File: src/rtl/ifetch_unit.sv
// Instruction-fetch stage: owns the fetch PC, issues in-order word requests to
// instruction memory and buffers up to two returned instructions for IF/ID.
module ifetch_unit #(
  parameter logic [31:0] RESET_PC = 32'h0000_0000
) (
  input  logic        clk,
  input  logic        resetn,
  input  logic        hazard_stall,
  input  logic        redirect,
  input  logic [31:0] redirect_pc,
  output logic        imem_req,
  output logic [31:0] imem_addr,
  input  logic        imem_ack,
  input  logic        imem_rvalid,
  input  logic [31:0] imem_rdata,
  output logic [31:0] pc,
  output logic [31:0] inst,
  output logic        inst_valid,
  output logic        addr_err
);

  logic [31:0] fetch_pc;
  logic [1:0]  out_cnt;
  logic [1:0]  drop_cnt;
  logic [1:0]  occ;
  logic [31:0] buf_pc   [2];
  logic [31:0] buf_inst [2];

  logic        pop;
  logic        accept;
  logic        push;
  logic        wr_idx;
  logic [2:0]  credit_use;
  logic [1:0]  out_cnt_nxt;
  logic [31:0] resp_pc;

  assign inst_valid = (occ != 2'd0);
  assign pc         = inst_valid ? buf_pc[0] : 32'h0;
  assign inst       = inst_valid ? buf_inst[0] : 32'h0;

  assign pop        = inst_valid & ~hazard_stall & ~redirect;
  assign credit_use = {1'b0, out_cnt} + {1'b0, occ} - {2'b00, pop};
  assign imem_req   = resetn & ~addr_err & (credit_use < 3'd2);
  assign imem_addr  = fetch_pc;
  assign accept     = imem_req & imem_ack;

  assign push        = imem_rvalid & (drop_cnt == 2'd0) & ~redirect;
  assign out_cnt_nxt = out_cnt + {1'b0, accept} - {1'b0, imem_rvalid};

  // Live requests are consecutive words ending at fetch_pc-4, so the oldest
  // one (the next to return once drops have drained) sits out_cnt words back.
  assign resp_pc = fetch_pc - {28'h0, out_cnt, 2'b00};

  // Slot for the incoming word after this cycle's pop shifts the head.
  assign wr_idx = (occ == 2'd2) | ((occ == 2'd1) & ~pop);

  always_ff @(posedge clk) begin
    if (!resetn) begin
      fetch_pc <= RESET_PC;
      out_cnt  <= 2'd0;
      drop_cnt <= 2'd0;
      occ      <= 2'd0;
      addr_err <= 1'b0;
    end else begin
      out_cnt <= out_cnt_nxt;
      if (redirect) begin
        occ      <= 2'd0;
        drop_cnt <= out_cnt_nxt;
        fetch_pc <= redirect_pc;
        addr_err <= (redirect_pc[1:0] != 2'b00);
      end else begin
        if (accept) begin
          fetch_pc <= fetch_pc + 32'd4;
        end
        if (imem_rvalid && (drop_cnt != 2'd0)) begin
          drop_cnt <= drop_cnt - 2'd1;
        end
        occ <= occ + {1'b0, push} - {1'b0, pop};
      end
    end
  end

  always_ff @(posedge clk) begin
    if (pop) begin
      buf_pc[0]   <= buf_pc[1];
      buf_inst[0] <= buf_inst[1];
    end
    if (push) begin
      buf_pc[wr_idx]   <= resp_pc;
      buf_inst[wr_idx] <= imem_rdata;
    end
  end

endmodule

File: config.mk
export PLATFORM = sky130hd
export DESIGN_NAME = ifetch_unit
export DESIGN_NICKNAME = d
export VERILOG_FILES = /design/src/rtl/ifetch_unit.sv
export SDC_FILE = /design/constraint.sdc
export NUM_CORES = 1
export LEC_CHECK = 0
export CORE_MARGIN = 10
export CORE_UTILIZATION = 48
export CTS_BUF_LIST = sky130_fd_sc_hd__clkbuf_8
export DETAILED_ROUTE_END_ITERATION = 12
export GPL_ROUTABILITY_DRIVEN = 0
export GPL_TIMING_DRIVEN = 0
export PLACE_DENSITY = 0.78
export SETUP_SLACK_MARGIN = 0.2
export SLEW_MARGIN = 10
export SYNTH_ARGS = -nofsm -noshare
export SYNTH_HDL_FRONTEND = slang
export SYNTH_SLANG_ARGS = --single-unit
File: constraint.sdc
create_clock -name clk -period 6.55 [get_ports clk]
set_input_delay 1.31 -clock clk [delete_from_list [all_inputs] [get_ports clk]]
set_output_delay 1.31 -clock clk [all_outputs]
set_load 0.01 [all_outputs]
Word-level counts from Yosys, hierarchy flattened
Memory sizes are Yosys's and may differ from the RTL's. Cells that the tools add are included.

Register bits after elaboration: 39. RAM bits: 128. Input port bits: 70. Output and inout port bits: 99. Memories kept: 2.

$add $sub $neg: 9. Magnitude comparators: 1. Equality and inequality tests: 2. Multiplexer cells: 10. Bitwise operators: 14. Reduce and logical (&&, ||, !) cells: 8.

Memory list: buf_inst (depth 2, width 32, rd ports 2, clocked after memory_dff 0, wr ports 2, RTL line 27) `logic [31:0] buf_inst [2];`; buf_pc (depth 2, width 32, rd ports 2, clocked after memory_dff 0, wr ports 2, RTL line 26) `logic [31:0] buf_pc [2];`.

Operators by type and width (number): two-way mux 32 bit (4); adder 32 x 3 -> 32 bit, second input constant (1); subtractor 32 x 4 -> 32 bit (1); nonzero test 2 bit (5); bitwise AND 1 bit (8); inverter 1 bit (5); adder 2 x 1 -> 2 bit (2); two-way mux 1 bit (4); two-way mux 2 bit (2); subtractor 2 x 1 -> 2 bit (2); adder 2 x 2 -> 3 bit (1); less-than comparator 3 x 2 -> 1 bit, second input constant (1); subtractor 3 x 1 -> 3 bit (1); == test 2 x 1 -> 1 bit, second input constant (1); == test 2 bit, second input constant (1); zero test 2 bit (1); OR reduction 2 bit (1); subtractor 2 x 1 -> 2 bit, second input constant (1); logical AND 1 bit (1); OR 1 bit (1).

Depth between registers and ports, before layout
Depth after elaboration: 10. Mapped depth: 15. Mapped depth without buffers: 14.

Worst setup path after synthesis
No wires, ideal clock.

Path kind: input -> register. From: input port redirect. To: memory buf_inst[0][0], enable pin. Arrival time: 6507 ps. Data required time: 5968 ps. Setup slack: -539 ps. Stages: 3. Path through: clkbuf_1 -> buf_1 -> o31ai_1.

RTL lines: from (decl) (RTL line 9) `input logic redirect,`; to (decl) (RTL line 27).

Worst setup path after layout
From: input port redirect. To: output port imem_req.

Word-level cells in the longest chain between the ends: 5.

Ends and longest elaborated chain: inverter 1 bit (RTL line 41) `assign pop = inst_valid & ~hazard_stall & ~redirect;`; bitwise AND 1 bit (RTL line 41); subtractor 3 x 1 -> 3 bit (RTL line 42) `assign credit_use = {1'b0, out_cnt} + {1'b0, occ} - {2'b00, pop};`; less-than comparator 3 x 2 -> 1 bit (RTL line 43) `assign imem_req = resetn & ~addr_err & (credit_use < 3'd2);`; bitwise AND 1 bit (RTL line 43); to (decl) (RTL line 11) `output logic imem_req,`.

Every way passes these cells.

==> summary.txt <==
Status
  • Outcome: finished, final reports clean

Detailed routing
  • Via Count: 7009
  • Detailed Route Iter0 Violations: 607
  • Overall routed net length: 22800 µm
  • Antenna viol nets, final: 0
  • Vias per std cell: 5.59
  • Detailed Routing Iterations Pass 1: 5
  • Detail-routed net length per standard cell: 18.2 µm
  • Number of design rule violations left after detail routing: 0

Synthesis
  • Cell type contributing the most total cell area after synthesis: sky130_fd_sc_hd__edfxtp_1
  • Dominant cells by area after synthesis: sky130_fd_sc_hd__edfxtp_1 (46%), sky130_fd_sc_hd__dfxtp_1 (9.4%), sky130_fd_sc_hd__nand2_1 (6.7%)
  • Cells after synthesis: 823
  • Number of distinct library cells after synthesis: 58
  • Number of storage elements in the synthesis netlist: 167
  • Async SR Flop Fraction: 0%
  • Adder and majority gate portion of the synthesized area: 1.69%
  • Total nets after synthesis: 903
  • Post-Synth XOR/XNOR Area: 2.53%
  • Netlist area before placement: 0.00831 mm²
  • Number of enable flip-flop cells after synthesis: 128
  • Post-synthesis compound-gate area fraction: 9.17%
  • Part of the Yosys area used for sequential elements: 55.6%
  • Largest family of logic cells by synthesized area: simple AND/OR/NAND/NOR gates
  • Mux contribution to synthesized area: 1.45%
  • Mean Syn Cell Area: 10.1 µm²
  • Share of Yosys cell area claimed by the top area cell type: 46.3%
  • Simple-Gate Fraction of Synth Area: 25.6%
  • Yosys Warn Count: 0
  • Main synth FF type: sky130_fd_sc_hd__edfxtp_1

Clocking
  • H-tree depth: 4
  • Maximum number of buffers from clock root to sink: 2
  • CTS tree: yes
  • Post-CTS Hold Buffers: 0
  • Clock latency at the later pin of the worst-skew pair: 470 ps
  • Clock Sinks: 167
  • Clock transition at the register clock pins on the worst setup and hold paths after CTS: 100 ps
  • Clock Tree Root: sky130_fd_sc_hd__clkbuf_8
  • TritonCTS Buffers: 17
  • Post-CTS Repair Setup Buffers: 0

Power
  • Fraction of power consumed by combinational cells: 22.4%
  • Leak Pwr: 3.82 nW
  • Pwr Total: 2.57 mW
  • Cell internal power dissipation: 1.76 mW
  • Power per unit of standard cell area: 238 mW/mm²
  • Net load switching power: 0.808 mW
  • Fraction of power consumed by sequential logic: 49.4%
  • IR Drop Worst-Case VDD: 0.000130 V
  • Proportion of power drawn by the clock network: 28.2%
  • Proportion of total power due to net switching: 31.4%

Floorplanning
  • X dimension of the die: 152 µm
  • Effective utilization at floorplan: 48.6%
  • Rows: 48
  • Overall die area: 0.0230 mm²
  • Number of top-level pins: 169
  • Core area: 0.0171 mm²
  • Vert. Die Dim: 152 µm

STA
  • Number of hold violations in the final report: 0
  • Achievable frequency: 163 MHz
  • Number of failing setup endpoints in the final timing report: 0
  • Min Clock Period, post-route: 6130 ps
  • Share of the cycle needed by the critical path after routing: 93.6%
  • Clk_skew: 14.2 ps
  • Normalized max-slew margin: 41.0%
  • Unrepaired setup endpoints after global routing: false
  • Final Max Tran Viols: 0
  • Slew at the pin closest to its max-slew limit: 876 ps
  • Sum of negative setup slack: 0 ps
  • Final setup slack of the worst path: 422 ps

Worst setup path
  • Cell-by-cell trace of the critical path: clkdlybuf4s50_1, clkbuf_1, clkbuf_2, nor4_2, o21ai_0, fa_1, xnor2_2, nor4b_1, clkdlybuf4s50_1
  • Cell mode on critical path: sky130_fd_sc_hd__clkdlybuf4s50_1
  • Startpoint kind of the worst setup timing path: input port
  • Crit path largest cell delay: 620 ps
  • Worst-case register-to-register setup slack: 2760 ps
  • Critical Path Sink Type: output pin
  • Max stage delay cell, worst path: sky130_fd_sc_hd__clkdlybuf4s50_1
  • Reg-to-Reg Start: occ[1]
  • Endpoint of the most critical setup path: imem_req
  • Crit Path Max Fanout: 10
  • Critical register-to-register path endpoint: drop_cnt[1]
  • Worst endpoint data arrival time: 4820 ps
  • Reg2Reg Depth: 14
  • Source of the critical timing path: redirect
  • Data required time of the critical path: 5240 ps
  • Worst Setup Path Type: in2out

Place
  • Worst slack at placement: 265 ps
  • Placed Area: 0.0104 mm²
  • Count of input and output buffers: 168
  • DPL Wire Length: 17100 µm

Global route
  • Largest net degree at the start of global routing: 29
  • Aggregate global routing overflow: 0
  • Total GRT Usage: 19.5%
  • Number of global-route vias before repair: 6720
  • Wire length of the first global-routing pass: 35200 µm
  • Antenna violations before repair: 0

Finish
  • Layout cells sized above 1: 6.71%
  • Most common cell after layout, fill and taps aside: sky130_fd_sc_hd__clkdlybuf4s50_1
  • Count of nets after finishing: 1096
  • Layout-stage area growth over the synthesis result: 30.0%
  • Number of diodes added for antenna fixing: 0
  • Leading cell types in the layout, fill and taps excluded: sky130_fd_sc_hd__clkdlybuf4s50_1 (168), sky130_fd_sc_hd__nand2_1 (149), sky130_fd_sc_hd__edfxtp_1 (128)
  • Final non-filler cell area: 0.0108 mm²

Worst hold path
  • Type of the tightest min-delay check: reg2reg

Job
  • Count of maximum capacitance violations: 0
-- sequential cells by signal, indices dropped and copies added (netlist names) --
register / count
imem_addr: 32
drop_cnt: 2
out_cnt: 2
occ: 2
addr_err: 1
buf_inst: 64
buf_pc: 64
-- power groups by stage --
stage	registers (mW)	logic, mW	clock network [mW]
3_3_place_gp	1.30	0.541	0
5_1_grt	1.28	0.631	0.777
2_1_floorplan	1.29	0.320	0
3_5_place_dp	1.29	0.568	0
4_1_cts	1.27	0.572	0.735
6_report	1.27	0.576	0.725
-- synth_stat cells, types with 8 or more instances --
cell,instances
sky130_fd_sc_hd__a211oi_1,8
sky130_fd_sc_hd__a21oi_1,12
sky130_fd_sc_hd__a31oi_1,24
sky130_fd_sc_hd__and2_1,69
sky130_fd_sc_hd__clkbuf_1,50
sky130_fd_sc_hd__dfxtp_1,39
sky130_fd_sc_hd__edfxtp_1,128
sky130_fd_sc_hd__ha_1,8
sky130_fd_sc_hd__inv_1,18
sky130_fd_sc_hd__mux2_2,8
sky130_fd_sc_hd__nand2_1,149
sky130_fd_sc_hd__nand3_1,22
sky130_fd_sc_hd__nand4_1,13
sky130_fd_sc_hd__nor2_1,52
sky130_fd_sc_hd__nor3_1,12
sky130_fd_sc_hd__nor4_1,15
sky130_fd_sc_hd__o21ai_0,37
sky130_fd_sc_hd__o31ai_1,17
sky130_fd_sc_hd__or3_1,13
sky130_fd_sc_hd__or4_1,23
sky130_fd_sc_hd__xnor2_1,17
-- worst min-delay path by stage --
stage	startpoint	cells past startpoint	to
global placement	imem_addr[1]	0	buf_pc[1][1]
detailed placement	imem_addr[1]	0	buf_pc[1][1]
finish	imem_addr[1]	0	buf_pc[1][1]
floorplan	imem_addr[0]	0	buf_pc[1][0]
global route	imem_addr[1]	0	buf_pc[1][1]
CTS	imem_addr[1]	0	buf_pc[1][1]
-- kinds of logic (layout without fill, tap and decap cells) --
group / after synthesis / after routing
flops: 167 / 167
simple gates: 411 / 411
fa+ha+maj: 10 / 10
mux: 11 / 11
compound gates: 119 / 119
xor+xnor: 24 / 24
buf+inv: 81 / 287
-- metrics by stage --
| stage | hold WS, ps | utilization (%) | instances |
|---|---|---|---|
| finish | 503 | 63.1 | 1254 |
| global route | 521 | 63.1 | 1254 |
| CTS | 508 | 63.0 | 1254 |
| detailed placement | 490 | 60.8 | 1222 |
| global placement | 482 | 60.1 | 1216 |
| floorplan | 452 | - | 823 |
-- worst max-delay path: cells and delay by family --
family,cells,cell delay [ps]
buf+inv,4,1810
fa+ha+maj,1,450
simple gates,2,810
xor+xnor,1,270
compound gates,1,180
-- what timing repair did --
action,4_1_cts,5_1_grt
endpoints found under the hold margin,0,0
endpoints found under the setup margin,0,1
resized for setup,0,4
-- metal layers --
| metal | global-route usage (%) | vias up | wire [µm] |
|---|---|---|---|
| li1 | - | 3375 | - |
| met1 | 25.3 | 3251 | 9550 |
| met2 | 31.1 | 342 | 10500 |
| met3 | 4.48 | 41 | 2220 |
| met4 | 7.20 | 0 | 527 |
| met5 | 0 | - | 0 |
-- area by class of cell --
cell class	instances	area (µm²)
Buffer	63	262
Clock buffer	17	234
Clock inverter	15	155
Fill cell	1406	6310
Inverter	18	67.6
Multi-Input combinational cell	575	3390
Sequential cell	167	4620
Tap cell	225	282
Timing Repair Buffer	174	1790
(Power assumes the default switching activity.)
